<file path="src/rtl/sharpen_ctrl.sv">
// ---------------------------------------------------------------------------
// sharpen_ctrl
// Frame controller for a 3x3 sharpen pipeline. It feeds a raster-order pixel
// stream into an external 3-line buffer, tracks the source row/column, and
// presents the combinational sharpen result as an output stream covering only
// the interior pixels of the frame (borders produce no output).
//
// Ports
//   clk, rst            : single clock, asynchronous active-high reset
//   start               : one-cycle frame request, honoured only when idle
//   in_valid/in_ready   : input pixel handshake, in_pixel carries the data
//   lb_enable/lb_pixel  : line buffer shift strobe and its pixel input
//   lb_rstn             : line buffer synchronous active-low clear
//   core_pixel          : sharpen result of the buffer's current 3x3 window
//   out_valid/out_ready : output handshake, out_pixel carries the data
//   out_sof/eol/eof     : start-of-frame, end-of-line, end-of-frame flags
//   busy                : controller is not idle
//   frame_done          : one-cycle pulse when a frame has fully drained
// ---------------------------------------------------------------------------
module sharpen_ctrl #(
    parameter int WIDTH  = 640,
    parameter int HEIGHT = 480
) (
    input  logic       clk,
    input  logic       rst,
    input  logic       start,
    input  logic       in_valid,
    output logic       in_ready,
    input  logic [7:0] in_pixel,
    output logic       lb_enable,
    output logic [7:0] lb_pixel,
    output logic       lb_rstn,
    input  logic [7:0] core_pixel,
    output logic       out_valid,
    input  logic       out_ready,
    output logic [7:0] out_pixel,
    output logic       out_sof,
    output logic       out_eol,
    output logic       out_eof,
    output logic       busy,
    output logic       frame_done
);

    localparam int CW = $clog2(WIDTH);
    localparam int RW = $clog2(HEIGHT);
    localparam logic [CW-1:0] COL_LAST = CW'(WIDTH - 1);
    localparam logic [RW-1:0] ROW_LAST = RW'(HEIGHT - 1);
    localparam logic [CW-1:0] COL_TWO  = CW'(2);
    localparam logic [RW-1:0] ROW_TWO  = RW'(2);

    typedef enum logic [1:0] {
        IDLE  = 2'd0,
        CLEAR = 2'd1,
        RUN   = 2'd2,
        DRAIN = 2'd3
    } state_t;

    state_t          state_q, state_d;
    logic [CW-1:0]   col_q, col_d;
    logic [RW-1:0]   row_q, row_d;
    logic            out_valid_q, out_valid_d;
    logic            out_sof_q, out_sof_d;
    logic            out_eol_q, out_eol_d;
    logic            out_eof_q, out_eof_d;
    logic            frame_done_q, frame_done_d;

    logic            accept;
    logic            consumed;
    logic            last_pix;
    logic            interior;

    // Input is only taken while running and while no output is waiting, so
    // the buffer never shifts underneath a held, unconsumed output pixel.
    assign in_ready  = (state_q == RUN) & (~out_valid_q | out_ready);
    assign accept    = in_valid & in_ready;
    assign consumed  = out_valid_q & out_ready;
    assign last_pix  = (row_q == ROW_LAST) & (col_q == COL_LAST);
    assign interior  = (row_q >= ROW_TWO) & (col_q >= COL_TWO);

    assign lb_enable = accept;
    assign lb_pixel  = in_pixel;
    assign lb_rstn   = (state_q != CLEAR);

    // The window registered into the buffer is held stable while out_valid
    // is pending, so the core result can be forwarded without a register.
    assign out_pixel  = core_pixel;
    assign out_valid  = out_valid_q;
    assign out_sof    = out_sof_q;
    assign out_eol    = out_eol_q;
    assign out_eof    = out_eof_q;
    assign busy       = (state_q != IDLE);
    assign frame_done = frame_done_q;

    always_ff @(posedge clk or posedge rst) begin
        if (rst) begin
            state_q      <= IDLE;
            col_q        <= '0;
            row_q        <= '0;
            out_valid_q  <= 1'b0;
            out_sof_q    <= 1'b0;
            out_eol_q    <= 1'b0;
            out_eof_q    <= 1'b0;
            frame_done_q <= 1'b0;
        end else begin
            state_q      <= state_d;
            col_q        <= col_d;
            row_q        <= row_d;
            out_valid_q  <= out_valid_d;
            out_sof_q    <= out_sof_d;
            out_eol_q    <= out_eol_d;
            out_eof_q    <= out_eof_d;
            frame_done_q <= frame_done_d;
        end
    end

    // Frame sequencing. DRAIN waits for the final (end-of-frame) output to be
    // taken before returning to idle and raising frame_done.
    always_comb begin
        state_d      = state_q;
        frame_done_d = 1'b0;
        case (state_q)
            IDLE: begin
                if (start) begin
                    state_d = CLEAR;
                end
            end
            CLEAR: begin
                state_d = RUN;
            end
            RUN: begin
                if (accept && last_pix) begin
                    state_d = DRAIN;
                end
            end
            DRAIN: begin
                if (!out_valid_q || consumed) begin
                    state_d      = IDLE;
                    frame_done_d = 1'b1;
                end
            end
            default: begin
                state_d = IDLE;
            end
        endcase
    end

    // Source position of the next pixel to be accepted.
    always_comb begin
        col_d = col_q;
        row_d = row_q;
        if (state_q == CLEAR) begin
            col_d = '0;
            row_d = '0;
        end else if (accept) begin
            if (col_q == COL_LAST) begin
                col_d = '0;
                row_d = (row_q == ROW_LAST) ? '0 : row_q + RW'(1);
            end else begin
                col_d = col_q + CW'(1);
            end
        end
    end

    // An accepted interior pixel completes a window and raises out_valid one
    // cycle later. Accepting while an output is pending implies that output
    // is being consumed in the same cycle, so a border pixel simply clears it.
    always_comb begin
        out_valid_d = out_valid_q;
        out_sof_d   = out_sof_q;
        out_eol_d   = out_eol_q;
        out_eof_d   = out_eof_q;
        if (accept && interior) begin
            out_valid_d = 1'b1;
            out_sof_d   = (row_q == ROW_TWO) & (col_q == COL_TWO);
            out_eol_d   = (col_q == COL_LAST);
            out_eof_d   = last_pix;
        end else if (consumed) begin
            out_valid_d = 1'b0;
            out_sof_d   = 1'b0;
            out_eol_d   = 1'b0;
            out_eof_d   = 1'b0;
        end
    end

endmodule

</file>
<file path="config.mk">
export PLATFORM = sky130hd
export DESIGN_NAME = sharpen_ctrl
export DESIGN_NICKNAME = d
export VERILOG_FILES = /design/src/rtl/sharpen_ctrl.sv
export SDC_FILE = /design/constraint.sdc
export NUM_CORES = 1
export LEC_CHECK = 0
export CAP_MARGIN = 25
export CORE_MARGIN = 1
export CORE_UTILIZATION = 49
export DETAILED_ROUTE_END_ITERATION = 6
export PLACE_DENSITY = 0.8
export SLEW_MARGIN = 10
export SYNTH_ARGS = -nofsm -noshare
export SYNTH_HDL_FRONTEND = slang
export SYNTH_SLANG_ARGS = --single-unit
</file>
<file path="constraint.sdc">
create_clock -name clk -period 2.5 [get_ports clk]
set_input_delay 0.5 -clock clk [delete_from_list [all_inputs] [get_ports clk]]
set_output_delay 0.5 -clock clk [all_outputs]
set_load 0.01 [all_outputs]
</file>
======== Yosys cells after proc, flatten, opt, wreduce, memory -nomap -nowiden ========
Cells that the tools add are included.
storage, ports and cells
  output and inout bits ................... 25
  register bits after elaboration ......... 26
  logic and storage cells ................. 60
  input bits .............................. 21
cells by class
  equality and inequality tests ........... 11
  magnitude comparators ................... 2
  bitwise logic cells ..................... 8
  reduce and logical (&&, ||, !) cells .... 11
  muxes and demuxes ....................... 18
  add/subtract/negate cells ............... 2
operators with widths
  kind                                                    count
  2-to-1 mux 9 bit                                        4
  2-to-1 mux 10 bit                                       3
  adder 10 x 1 -> 10 bit (second input constant)          1
  equality test 10 bit (second input constant)            1
  equality test 10 x 2 -> 1 bit (second input constant)   1
  >= comparator 10 x 2 -> 1 bit (second input constant)   1
  adder 9 x 1 -> 9 bit (second input constant)            1
  equality test 9 x 2 -> 1 bit (second input constant)    1
  equality test 9 bit (second input constant)             1
  >= comparator 9 x 2 -> 1 bit (second input constant)    1
  case mux 2 bit (4 select lines)                         1
  nonzero test 2 bit                                      4
  2-to-1 mux 1 bit                                        7
  AND 1 bit                                               6
  2-to-1 mux 2 bit                                        3
  equality test 2 bit (second input constant)             2
  inequality test 2 x 1 -> 1 bit (second input constant)  2
  inequality test 2 bit (second input constant)           2
  AND reduction 3 bit                                     1
  equality test 2 x 1 -> 1 bit (second input constant)    1
  logical AND 1 bit                                       2
  zero test 2 bit                                         1
  AND reduction 2 bit                                     1
  zero test 1 bit                                         1
  other kinds (3)                                         3

======== Logic depth before layout (Yosys ltp) ========
Gate-level depths: netlist of the first run.
  depth after elaboration ................. 7
  mapped depth ............................ 8
  depth with buffers taken out ............ 7

======== Least setup slack after synthesis of the first run ========
No wires, ideal clock.
  path kind ............................... register -> register
  start point ............................. reg state_q[0]
  end point ............................... reg row_q[3]
  setup slack ............................. 498 ps
  clock period less this slack ............ 2,002 ps
  required time ........................... 2,356 ps
  cell stages (with the launch flop) ...... 9
  data arrival time ....................... 1,858 ps
  cells stage by stage .................... dfrtp_1 > inv_1 > ha_1 > and2_1 > nand2_1 > clkbuf_1 > clkbuf_1 > a2111oi_0 > o32ai_1
between the ends
  longest elaborated chain between the ends .. 5
  elaborated cells on any way between the ends .. 8
ends and longest elaborated chain
  item                           line  source
  start: declaration             58    state_t state_q, state_d;
  start signal: assignment       105   state_q <= state_d;
  equality test 2 bit            74    assign in_ready = (state_q == RUN) & (~out_valid_q | out_ready);
  AND 1 bit                      74
  AND 1 bit                      75    assign accept = in_valid & in_ready;
  nonzero test 2 bit (no line)   --
  AND reduction 2 bit (no line)  --
  end signal: assignment         107   row_q <= row_d;
  end: declaration               60    logic [RW-1:0] row_q, row_d;
Several ways; a longest one is shown, not always the timed one.
A chain may end at the register's enable or synchronous reset.

======== Worst setup path after layout of the first run ========
  start point ............................. in out_ready
  end point ............................... out in_ready
between the ends
  longest elaborated chain between the ends .. 2
ends and longest elaborated chain
  item                line  source
  start: declaration  35    input logic out_ready,
  bitwise OR 1 bit    74
  AND 1 bit           74
  end: declaration    28    output logic in_ready,
Every way passes these cells.

==> results of run 1 <==
==> worst paths after layout <==
kind / startpoint / to / slack (ns) / depth (start not counted)
max: out_ready / in_ready / 0.15 / 4
min: rst / col_q[4]$_DFFE_PP0P_ / 0.49 / 3
max reg2reg: col_q[1]$_DFFE_PP0P_ / row_q[8]$_DFFE_PP0P_ / 0.37 / 5
min reg2reg: out_eol$_DFFE_PP0P_ / out_eol$_DFFE_PP0P_ / 0.51 / 1
max in group asynchronous: rst / row_q[6]$_DFFE_PP0P_ / 1.73 / 3
min in group clk: out_eol$_DFFE_PP0P_ / out_eol$_DFFE_PP0P_ / 0.51 / 1
==> where the power goes <==
| group | switching, mW | internal [mW] |
|---|---|---|
| clock network | 0.137 | 0.162 |
| logic | 0.143 | 0.118 |
| registers | 0.0688 | 0.471 |
==> tightest hold or removal path: stages <==
cell             delay, ns
clkdlybuf4s50_1       0.39
inv_1                 0.05
buf_4                 0.31
==> cell usage in the layout (no fill, tap or decap), types with 7 or more instances in the layout <==
master / instances
clkdlybuf4s50_1: 12
or4_1: 7
nor2_1: 10
inv_1: 10
a21oi_1: 15
dfrtp_1: 26
buf_4: 9
nand2_1: 15
and2_1: 7
ha_1: 8
nand3_1: 13
==> what timing repair did <==
item,in CTS,in global routing
endpoints found under the setup margin,1,1
resized for setup,1,3
setup buffers,1,0
==> flip-flops by register name, indices dropped and copies added (netlist names) <==
| signal | flops |
|---|---|
| col_q | 10 |
| out_valid | 1 |
| out_eof | 1 |
| frame_done | 1 |
| out_eol | 1 |
| out_sof | 1 |
| row_q | 9 |
| state_q | 2 |
==> metal layers <==
layer	global-route usage, %	vias up	part of all wire, %
met5	0	-	0
met4	6.98	0	0.90
met3	3.11	5	6.1
met2	33.6	46	47
met1	28.4	700	46
li1	-	730	-
==> synth_stat cells (2+ instances only) <==
library cell  count  area, sq um
nor3_1            2         10.0
and2_1            7         43.8
nand3_1          13         65.1
ha_1              9          113
nor2_1           10         37.5
dfrtp_1          26          651
a311oi_1          3         26.3
o21ai_0           6         30.0
nand4_1           6         37.5
or4_1             7         52.6
a21oi_1          15         75.1
inv_1            11         41.3
o31ai_1           6         45.0
and4_1            2         17.5
nor2b_1           3         18.8
clkbuf_1          9         33.8
or3_1             4         25.0
nand2_1          15         56.3
nor4_1            5         31.3
xor2_1            3         26.3
buf_4            16          120
or4_4             2         22.5
==> cells by family (layout without fill, tap and decap cells) <==
family	Yosys count	count (layout)	share of synthesized area, %
compound gates	43	43	16.7
xor+xnor	3	3	1.49
fa+ha+maj	9	9	6.37
buf+inv	36	37	11.0
flops	26	26	36.8
mux	1	1	0.637
simple gates	83	83	27.0
==> stage by stage <==
stage	cell area [sq um]	total power, mW
floorplan	1770	0.735
global placement	1860	0.797
detailed placement	1860	0.806
CTS	1920	1.10
global route	1940	1.16
finish	1940	1.10
==> area by class of cell <==
cell class	instances	area, sq um	share of cell area [%]
Inverter	11	41.3	2.13
Clock inverter	1	30.0	1.55
Multi-Input combinational cell	139	935	48.3
Timing Repair Buffer	22	200	10.3
Sequential cell	26	651	33.6
Clock buffer	3	22.5	1.16
Tap cell	46	57.6	2.97
==> run summary, run 1 <==
die area: 3850 sq um
initial antenna violation count: 0
leakage: 0.828 nW
TritonCTS clock tree: built
fin cells: 248
Tmin final: 2.35 ns
crit path DAT: 1.85 ns
TNS Setup: 0 ns
die width: 62.1 um
async set-reset flop share out of synthesis: 100%
CP required: 2.00 ns
max-slew violations: 0
Starting Density: 52.2%
Setup CP Type: primary input to output port
Peak VDD IR: 211 uV
commonest register cell after synthesis: dfrtp_1
site row count: 21
cts hold-fix bufs: 0
Hold Slack: 0.495 ns
antenna cells: 0
IO Port Bufs: 13
slew margin rel.: 66.4%
fin crit share: 93.8%
Setup violations, final: 0
FF+latch count, synth: 26
Die Span Y: 62.1 um
outcome: completed
Fin. Hold Viols: 0
most used cell, CP: clkdlybuf4s50_1
GPL Wtd Cong: 0.914
placed cells: 243
synthesized area per cell: 8.80 sq um
Critical Path Sink Type: output port
dpl hpwl: 2640 um
DRT Pass-1 Iters: 4
Syn Std Cell Area: 1770 sq um
crit path max fanout: 5
Vias/cell: 5.97
I/O pin total: 46
Residual DRC: 0
Total Wirelength: 3650 um
maximum clock frequency: 426 MHz
Seq/Total Area, Yosys: 36.8%
unrepaired setup endpoints after global routing: false
setup ws final: 0.154 ns
pin count of the biggest net entering global routing: 27
number of global-route vias before repair: 1318
cell family with most CP delay: buffers and inverters
synth warn: 0
Tot GR Track Use: 20.8%
area delta synth->final: 9.55%
DR iter-0 viols: 94
Fill cells: 281
total CTS buffers: 3
cell count after synthesis: 201
via count: 1481
crit-path cells: clkdlybuf4s50_1 -> nand2b_1 -> and2_1 -> clkdlybuf4s50_1
CP max-delay cell: clkdlybuf4s50_1
synth unique cells: 43
clock slew at reported path FFs: 0.16 ns
PD cells: 567 nW/um^2
dpl ws: 0.104 ns
MaxCap Viol Count: 0
Util after Layout: 57.1%
grt ovf: 0
first-pass GRT wire length: 5950 um
Syn Nets: 231
core area: 3390 sq um
share of layout cells above drive strength 1: 11.4%
Final Skew: 0.0147 ns
crit-path max cell delay: 0.52 ns
H-tree level count: 1
CTS sink cnt: 26
post-route ant nets: 0
Post-synth EDFFs: 0
CP bufs+invs: 2
Slew @ Worst Pin: 0.504 ns
clk root buf: clkbuf_4
startpoint types: primary input
nets: 233
Clock Path Buffers: 2
worst hold path type: primary input to async pin
DR WL/cell: 14.7 um
clk_lat worst skew: 0.33 ns
(Power assumes the default switching activity.)
==> run 2: changes to the inputs <==
- GPL_TIMING_DRIVEN: unset -> 1
==> results of run 2 <==
The final DEF is identical to that of run 1; final timing and power are the same.
